`src/rtl/usr_pkg.sv`:
```
// Shared definitions for the universal shift register: command opcodes,
// FSM state encoding and a small opcode classification helper.
package usr_pkg;

    localparam logic [2:0] OP_NOP  = 3'd0;
    localparam logic [2:0] OP_LOAD = 3'd1;
    localparam logic [2:0] OP_LSL  = 3'd2;
    localparam logic [2:0] OP_LSR  = 3'd3;
    localparam logic [2:0] OP_ASR  = 3'd4;
    localparam logic [2:0] OP_ROL  = 3'd5;
    localparam logic [2:0] OP_ROR  = 3'd6;

    typedef enum logic [1:0] {
        ST_IDLE  = 2'd0,
        ST_SHIFT = 2'd1,
        ST_DONE  = 2'd2
    } usr_state_t;

    // True for the five ops that advance bit by bit; reserved op 7 is not one.
    function automatic logic is_shift_op(input logic [2:0] op);
        logic res;
        case (op)
            OP_LSL, OP_LSR, OP_ASR, OP_ROL, OP_ROR: res = 1'b1;
            default:                                res = 1'b0;
        endcase
        return res;
    endfunction

endpackage

```
`src/rtl/usr_shift_step.sv`:
```
// Combinational single-bit step of the universal shift register: given the
// current contents and op, produce the next contents and the bit pushed out.
module usr_shift_step
    import usr_pkg::*;
#(
    parameter int N = 8
) (
    input  logic [N-1:0] data,
    input  logic [2:0]   op,
    input  logic         serial_in,
    output logic [N-1:0] next_data,
    output logic         out_bit
);

    // One-bit shift/rotate selected by op; non-shift ops pass data through.
    always_comb begin
        next_data = data;
        out_bit   = 1'b0;
        case (op)
            OP_LSL: begin
                next_data = {data[N-2:0], serial_in};
                out_bit   = data[N-1];
            end
            OP_LSR: begin
                next_data = {serial_in, data[N-1:1]};
                out_bit   = data[0];
            end
            OP_ASR: begin
                next_data = {data[N-1], data[N-1:1]};
                out_bit   = data[0];
            end
            OP_ROL: begin
                next_data = {data[N-2:0], data[N-1]};
                out_bit   = data[N-1];
            end
            OP_ROR: begin
                next_data = {data[0], data[N-1:1]};
                out_bit   = data[0];
            end
            default: begin
                next_data = data;
                out_bit   = 1'b0;
            end
        endcase
    end

endmodule

```
`src/rtl/universal_shift_register.sv`:
```
// Command-driven N-bit universal shift register: accepts one command via
// valid/ready, shifts one bit per clock and pulses done on completion.
module universal_shift_register
    import usr_pkg::*;
#(
    parameter int N = 8
) (
    input  logic                 clk,
    input  logic                 reset_n,
    input  logic                 cmd_valid,
    output logic                 cmd_ready,
    input  logic [2:0]           cmd_op,
    input  logic [$clog2(N)-1:0] cmd_amt,
    input  logic [N-1:0]         load_data,
    input  logic                 serial_in,
    output logic [N-1:0]         data_out,
    output logic                 serial_out,
    output logic                 busy,
    output logic                 done
);

    localparam int AMT_W = $clog2(N);

    usr_state_t       state_r;
    logic [2:0]       op_r;
    logic [AMT_W-1:0] count_r;
    logic [N-1:0]     data_r;
    logic             serial_r;
    logic             done_r;
    logic [N-1:0]     step_data_s;
    logic             step_out_s;

    usr_shift_step #(.N(N)) u_step (
        .data      (data_r),
        .op        (op_r),
        .serial_in (serial_in),
        .next_data (step_data_s),
        .out_bit   (step_out_s)
    );

    // Command FSM, remaining-count, data and serial-out registers.
    always_ff @(posedge clk or negedge reset_n) begin
        if (!reset_n) begin
            state_r  <= ST_IDLE;
            op_r     <= OP_NOP;
            count_r  <= '0;
            data_r   <= '0;
            serial_r <= 1'b0;
            done_r   <= 1'b0;
        end else begin
            case (state_r)
                ST_IDLE: begin
                    if (cmd_valid) begin
                        op_r <= cmd_op;
                        if (cmd_op == OP_LOAD) begin
                            data_r <= load_data;
                        end else begin
                            data_r <= data_r;
                        end
                        // Zero-length shifts complete like a NOP.
                        if (is_shift_op(cmd_op) && (cmd_amt != '0)) begin
                            state_r <= ST_SHIFT;
                            count_r <= cmd_amt;
                            done_r  <= 1'b0;
                        end else begin
                            state_r <= ST_DONE;
                            done_r  <= 1'b1;
                        end
                    end else begin
                        state_r <= ST_IDLE;
                        done_r  <= 1'b0;
                    end
                end
                ST_SHIFT: begin
                    data_r   <= step_data_s;
                    serial_r <= step_out_s;
                    count_r  <= count_r - AMT_W'(1);
                    if (count_r == AMT_W'(1)) begin
                        state_r <= ST_DONE;
                        done_r  <= 1'b1;
                    end else begin
                        state_r <= ST_SHIFT;
                        done_r  <= 1'b0;
                    end
                end
                ST_DONE: begin
                    state_r <= ST_IDLE;
                    done_r  <= 1'b0;
                end
                default: begin
                    state_r <= ST_IDLE;
                    done_r  <= 1'b0;
                end
            endcase
        end
    end

    assign cmd_ready  = (state_r == ST_IDLE);
    assign busy       = !cmd_ready;
    assign done       = done_r;
    assign data_out   = data_r;
    assign serial_out = serial_r;

endmodule

```
`config.mk`:
```
export PLATFORM = sky130hd
export DESIGN_NAME = universal_shift_register
export DESIGN_NICKNAME = d
export VERILOG_FILES = /design/src/rtl/usr_pkg.sv /design/src/rtl/usr_shift_step.sv /design/src/rtl/universal_shift_register.sv
export SDC_FILE = /design/constraint.sdc
export NUM_CORES = 1
export LEC_CHECK = 0
export CORE_UTILIZATION = 40
export CTS_BUF_LIST = sky130_fd_sc_hd__clkbuf_4
export DETAILED_ROUTE_END_ITERATION = 12
export GPL_TIMING_DRIVEN = 0
export PLACE_DENSITY = 0.65
export SYNTH_ARGS = -nofsm -noshare
export SYNTH_HDL_FRONTEND = slang
export SYNTH_SLANG_ARGS = --single-unit
```
`constraint.sdc`:
```
create_clock -name clk -period 2.1 [get_ports clk]
set_clock_uncertainty 0.05 [all_clocks]
set_input_delay 0.21 -clock clk [delete_from_list [all_inputs] [get_ports clk]]
set_output_delay 0.21 -clock clk [all_outputs]
set_load 0.005 [all_outputs]
```
==> results of run 1 <==
[critical path, delay by kind of cell, from the launching register on]
kind / cells / cell delay, ps
AND/OR/NAND/NOR: 1 / 330
flip-flops: 1 / 480
buffers and inverters: 2 / 550
[metal layers]
layer	GRT usage, %	share of wire, %	up-vias
met3	2.732	2.4	2
met1	25.88	49	477
met4	6.667	0.57	0
met2	32.93	48	16
li1	-	-	500
met5	0	0	-
[area by class of cell]
cell class,instances,area (um2)
repair buffers,29,290.3
multi-input cells,85,641.9
flip-flops and latches,17,425.4
fillers,254,1081
plain buffers,8,48.80
clock buffers,3,22.52
inverters,4,15.01
well taps,30,37.54
clock inverters,1,5.005
[worst paths after layout]
check / end / depth (start not counted)
max: cmd_ready / 3
min: data_out[0] / 1
max reg2reg: data_out[0] / 4
min reg2reg: serial_out / 2
max in group asynchronous: count_r[0] / 1
min in group clk: data_out[5] / 3
[synthesized netlist by cell type, types with 2 or more instances]
master	instances
nand3_1	15
a21boi_1	2
o21ai_0	3
nor2_1	5
and3_1	2
nand2_1	7
a21oi_1	3
o211ai_1	6
buf_4	4
dfrtp_1	17
buf_2	3
o21ai_1	2
nor3_1	3
inv_1	4
mux2_2	2
ha_1	2
mux2i_1	10
[cells by family (layout without fill, tap and decap cells)]
logic type / after synthesis / in the layout / share of synthesized area [%]
compound gates: 27 / 27 / 19.14
fa+ha+maj: 2 / 2 / 2.212
buf+inv: 12 / 45 / 5.641
flops: 17 / 17 / 37.61
mux: 13 / 13 / 11.84
simple gates: 43 / 43 / 23.56
[state kept, by name, summed over array words and instances, names as in the netlist]
name        count
op_r            3
state_r         1
serial_out      1
done            1
data_out        8
count_r         3
[stage by stage]
stage                     utilization, %  worst slack (ps)  area (um2)
after global placement             56.82             227.4        1459
after detailed placement           56.82             214.7        1459
after floorplan                        -             587.5        1131
after global routing               57.89             93.97        1486
final                              57.89             197.6        1486
after CTS                          57.89             173.6        1486
[power by group]
group / switching [mW] / internal, mW
registers: 0.173 / 0.480
clock network: 0.109 / 0.0708
logic: 0.610 / 0.675
==> impl_metrics.toml, run 1 <==
[outcome]
outcome = "finished, final reports clean"

[critical_path]
required_ps = 1840
critPathKind = "flip-flop to primary output"
worst_ep_arrival_time_ps = 1640
cp-start-kind = "flip-flop"
setup.worst_path.end_class = "primary output"
r2r_start = "done"
crit_path_max_incr_delay_ps = 490
worstPathMaxFanout = 8
rrSetupSlack_ps = 470
startpoint = "done"
worstPathCellList = "or2_2 -> inv_1 -> clkdlybuf4s50_1"
slowest_stage = "clkdlybuf4s50_1"

[finish]
area_growth_pct = 31.42
final_common_cell = "clkdlybuf4s50_1"
final_cell_count_no_fill = 177
insertedDiodeCount = 0
layout_common_cells = "clkdlybuf4s50_1 (29), dfrtp_1 (17), nand3_1 (15)"
final_nets = 168
drive_above_1_share_pct = 14.29

[synthesis]
synth_cell_type_count = 41
synthesis.area_um2 = 1131
syn_inst = 114
ys_ff_latch = 17
synth_nets = 134
synth_area_leaders = "dfrtp_1 (38%), mux2i_1 (8.8%), nand3_1 (6.6%)"
async_flop_share_pct = 100.0
synth_seq_area_share_pct = 37.61
synth-edff-count = 0
synth_top_area_share_pct = 37.61
synth_area_per_cell_um2 = 9.922
yosys_most_used_dff = "dfrtp_1"
synth_top_area_cell = "dfrtp_1"
yosys_warnings = 0

[timing]
setup_viol = 0
hold_viol_final = 0
fin_crit_sh_pct = 90.59
tightest_slew_ps = 816.6
holdWs_ps = 329.1
slew_viol_final = 0
fmax_ghz = 0.5257
tns_ps = 0
fin_crit_ps = 1902
relSlewSlack_pct = 45.39
rsz0062_at_grt = "no"

[route]
drt_iter0_markers = 13
drt_wl_total_um = 2634
first_pass_iters = 4
via_count = 995
via_per_inst = 5.621
drc = 0
ant_nets = 0
drt-wirelength-per-cell_um = 14.88

[global_route]
antenna_found_initial = 0
grt_usage_pct = 19.69
grt_pass1_vias = 945
grt_pass1_wl_um = 4222
grt.overflow.total = 0
grt_max_degree = 18

[placed_design]
gp_congestion = 0.7982
io_buffers = 29
dpl.hpwl_um = 1987
dp.cells = 173

[pwr]
vdd_drop_max_v = 0.0009208
p_leak_nw = 0.6206
total_power_mw = 2.117
cellPowerDensity_nw_per_um2 = 1424

[floorplanning]
num_rows = 18
start_util_pct = 44.05
io_pins = 30
die_x_um = 55.18
die_h_um = 55.18
core-area_um2 = 2567
die-area_um2 = 3044

[job]
drv_cap = 0

[clocking]
cts_hold_buf = 0
post_cts_buffers = 0
cts_sinks = 17
cts_max_level = 1
clockBufferDepth = 2
cts-buffers-inserted = 3
root_buffer = "clkbuf_4"
cts.repair.resized = 0
clk_latency_ps = 290
clk_pin_slew_worst_paths_ps = 110
cts_tree = "done"

[worst_hold_path]
min_path_type = "input port to async pin"
No activity file was read; power rests on OpenSTA's default activity.
==> run 2, diff against run 1 <==
ABC_CLOCK_PERIOD_IN_PS = 2100   (was default)
PLACE_DENSITY = 0.63   (was 0.65)
SYNTH_HIERARCHICAL = 1   (was default)
==> impl_metrics.toml, run 2 <==
[clocking]
root_buffer = "clkbuf_4"
cts_tree = "done"
cts_sinks = 17
clockBufferDepth = 2
post_cts_buffers = 0
cts.repair.resized = 0
clk_latency_ps = 300
cts_hold_buf = 0
cts-buffers-inserted = 3
clk_pin_slew_worst_paths_ps = 110
cts_max_level = 1

[finish]
final_cell_count_no_fill = 233
final_nets = 210
final_core_util_pct = 54.64
final_common_cell = "clkdlybuf4s50_1"
drive_above_1_share_pct = 11.11
final_area_um2 = 1695
insertedDiodeCount = 0
layout_common_cells = "clkdlybuf4s50_1 (29), a21oi_1 (18), dfrtp_1 (17)"
area_growth_pct = 28.44
largest_register_ffs = 8
nFillCells = 317

[critical_path]
rrSetupSlack_ps = 150
r2r_start = "state_r[0]"
worst_ep_arrival_time_ps = 2080
critPathKind = "flip-flop to flip-flop"
required_ps = 2230
cp-start-kind = "flip-flop"
worstPathMaxFanout = 5
setup.worst_path.end_class = "flip-flop"
startpoint = "state_r[0]"

[route]
via_per_inst = 5.515
drt-wirelength-per-cell_um = 14.67
drt_wl_total_um = 3419
drc = 0
first_pass_iters = 4
ant_nets = 0
drt_iter0_markers = 70
via_count = 1285

[timing]
relSlewSlack_pct = 44.63
tightest_slew_ps = 828.0
rsz0062_at_grt = "no"
hold_viol_final = 0
fin_crit_ps = 1946
slew_viol_final = 0
fin_crit_sh_pct = 92.67
setup_viol = 0
fmax_ghz = 0.5139
tns_ps = 0

[synthesis]
yosys_most_used_dff = "dfrtp_1"
synth_top_area_cell = "dfrtp_1"
synth_nets = 176
synth_commonest_cells = "a21oi_1 (18), dfrtp_1 (17), nand2_1 (15), o21ai_0 (13), mux2i_1 (9)"
yosys_warnings = 6
synth_seq_area_share_pct = 32.23
syn_inst = 156
synth_area_per_cell_um2 = 8.462
synthesis.area_um2 = 1320
synth_area_leaders = "dfrtp_1 (32%), a21oi_1 (6.8%), mux2i_1 (6.8%)"
yosysMostFrequentCell = "a21oi_1"
ys_ff_latch = 17
synth_cell_type_count = 41
synth_top_area_share_pct = 32.23
synth-edff-count = 0
async_flop_share_pct = 100.0

[outcome]
outcome = "finished, final reports clean"

[placed_design]
dpl.hpwl_um = 2406
dp.cells = 229
placed_area_um2 = 1665
io_buffers = 29
gp_congestion = 0.8761

[global_route]
use_met3_pct = 2.620
grt_pass1_vias = 1218
grt_usage_pct = 21.38
antenna_found_initial = 0
grt_max_degree = 18
grt.overflow.total = 0
use_met1_pct = 28.69
grt.busiest_layer = "met2"
grt_pass1_wl_um = 5658
grt_util_met2_pct = 34.19

[pwr]
cellPowerDensity_nw_per_um2 = 1546
vdd_drop_max_v = 0.0005986
p_leak_nw = 0.6909

[floorplanning]
io_pins = 30
die-area_um2 = 3534
num_rows = 20
core-area_um2 = 3103
die_h_um = 59.45
start_util_pct = 42.54
die_x_um = 59.45

[worst_hold_path]
min_path_type = "input port to async pin"

[job]
drv_cap = 0
run 2: changes by cell type in the layout (fill, tap and decap cells not counted), moves of 3 or more:
cell	delta
or3_1	+4
inv_1	+3
a311oi_1	+3
o21ai_0	+10
nand3b_1	+5
o211ai_1	-5
a21oi_1	+15
nand2b_1	+7
nand3_1	-11
nand2_1	+8
run 2: stage by stage:
step	hold WS, ps	setup slack, ps	power [mW]
3_5_place_dp	447.2	-117.1	2.412
6_report	329.2	153.9	2.621
2_1_floorplan	-135.6	242.4	1.850
5_1_grt	383.4	45.35	2.871
3_3_place_gp	442.8	-128.5	2.381
4_1_cts	356.6	145.0	2.626
run 2: report_power, final:
part           switching [mW]  internal [mW]
combinational           0.848          0.872
clock                   0.116         0.0868
sequential              0.208          0.491
total                    1.17           1.45
run 2: cells by family (layout without fill, tap and decap cells):
kind of cell,count (synthesis),after routing,share of synthesized area (%)
AO/OA/AOI/OAI,51,51,24.93
AND/OR/NAND/NOR,54,54,23.22
adder cells (fa/ha/maj),2,2,1.895
buffers and inverters,19,52,7.488
flip-flops,17,17,32.23
multiplexers,13,13,10.24
run 2: metal layers:
layer | share of wire, % | vias to the layer above | routed length [um]
li1 | - | 639 | -
met1 | 47 | 610 | 1618
met2 | 49 | 34 | 1660
met3 | 3.5 | 2 | 121
met4 | 0.53 | 0 | 18
met5 | 0 | - | 0
run 2: worst paths after layout:
check | to | cells past startpoint
setup / recovery | count_r[1] | 5
hold / removal | done | 1
setup reg to reg | count_r[1] | 5
hold reg to reg | serial_out | 1
max in group asynchronous | state_r[0] | 1
min in group clk | serial_out | 1
run 2: worst max-delay path, cell delays in order (launching register included):
cell and delay, ps:
dfrtp_1 420, or3b_1 360, buf_2 160, or4b_4 520
a221oi_1 250, a21oi_1 60
run 2: final cells by class:
type | count | area (um2) | area share (%)
Multi-Input combinational cell | 120 | 795.8 | 46.94
Sequential cell | 17 | 425.4 | 25.09
Timing Repair Buffer | 29 | 290.3 | 17.12
Buffer | 11 | 68.82 | 4.059
Tap cell | 44 | 55.05 | 3.247
Clock buffer | 4 | 30.03 | 1.771
Inverter | 8 | 30.03 | 1.771
==> run 3, diff against run 2 <==
TNS_END_PERCENT = 1   (was default)
==> results of run 3 <==
No change in the layout: final DEF, timing and power equal those of run 2.
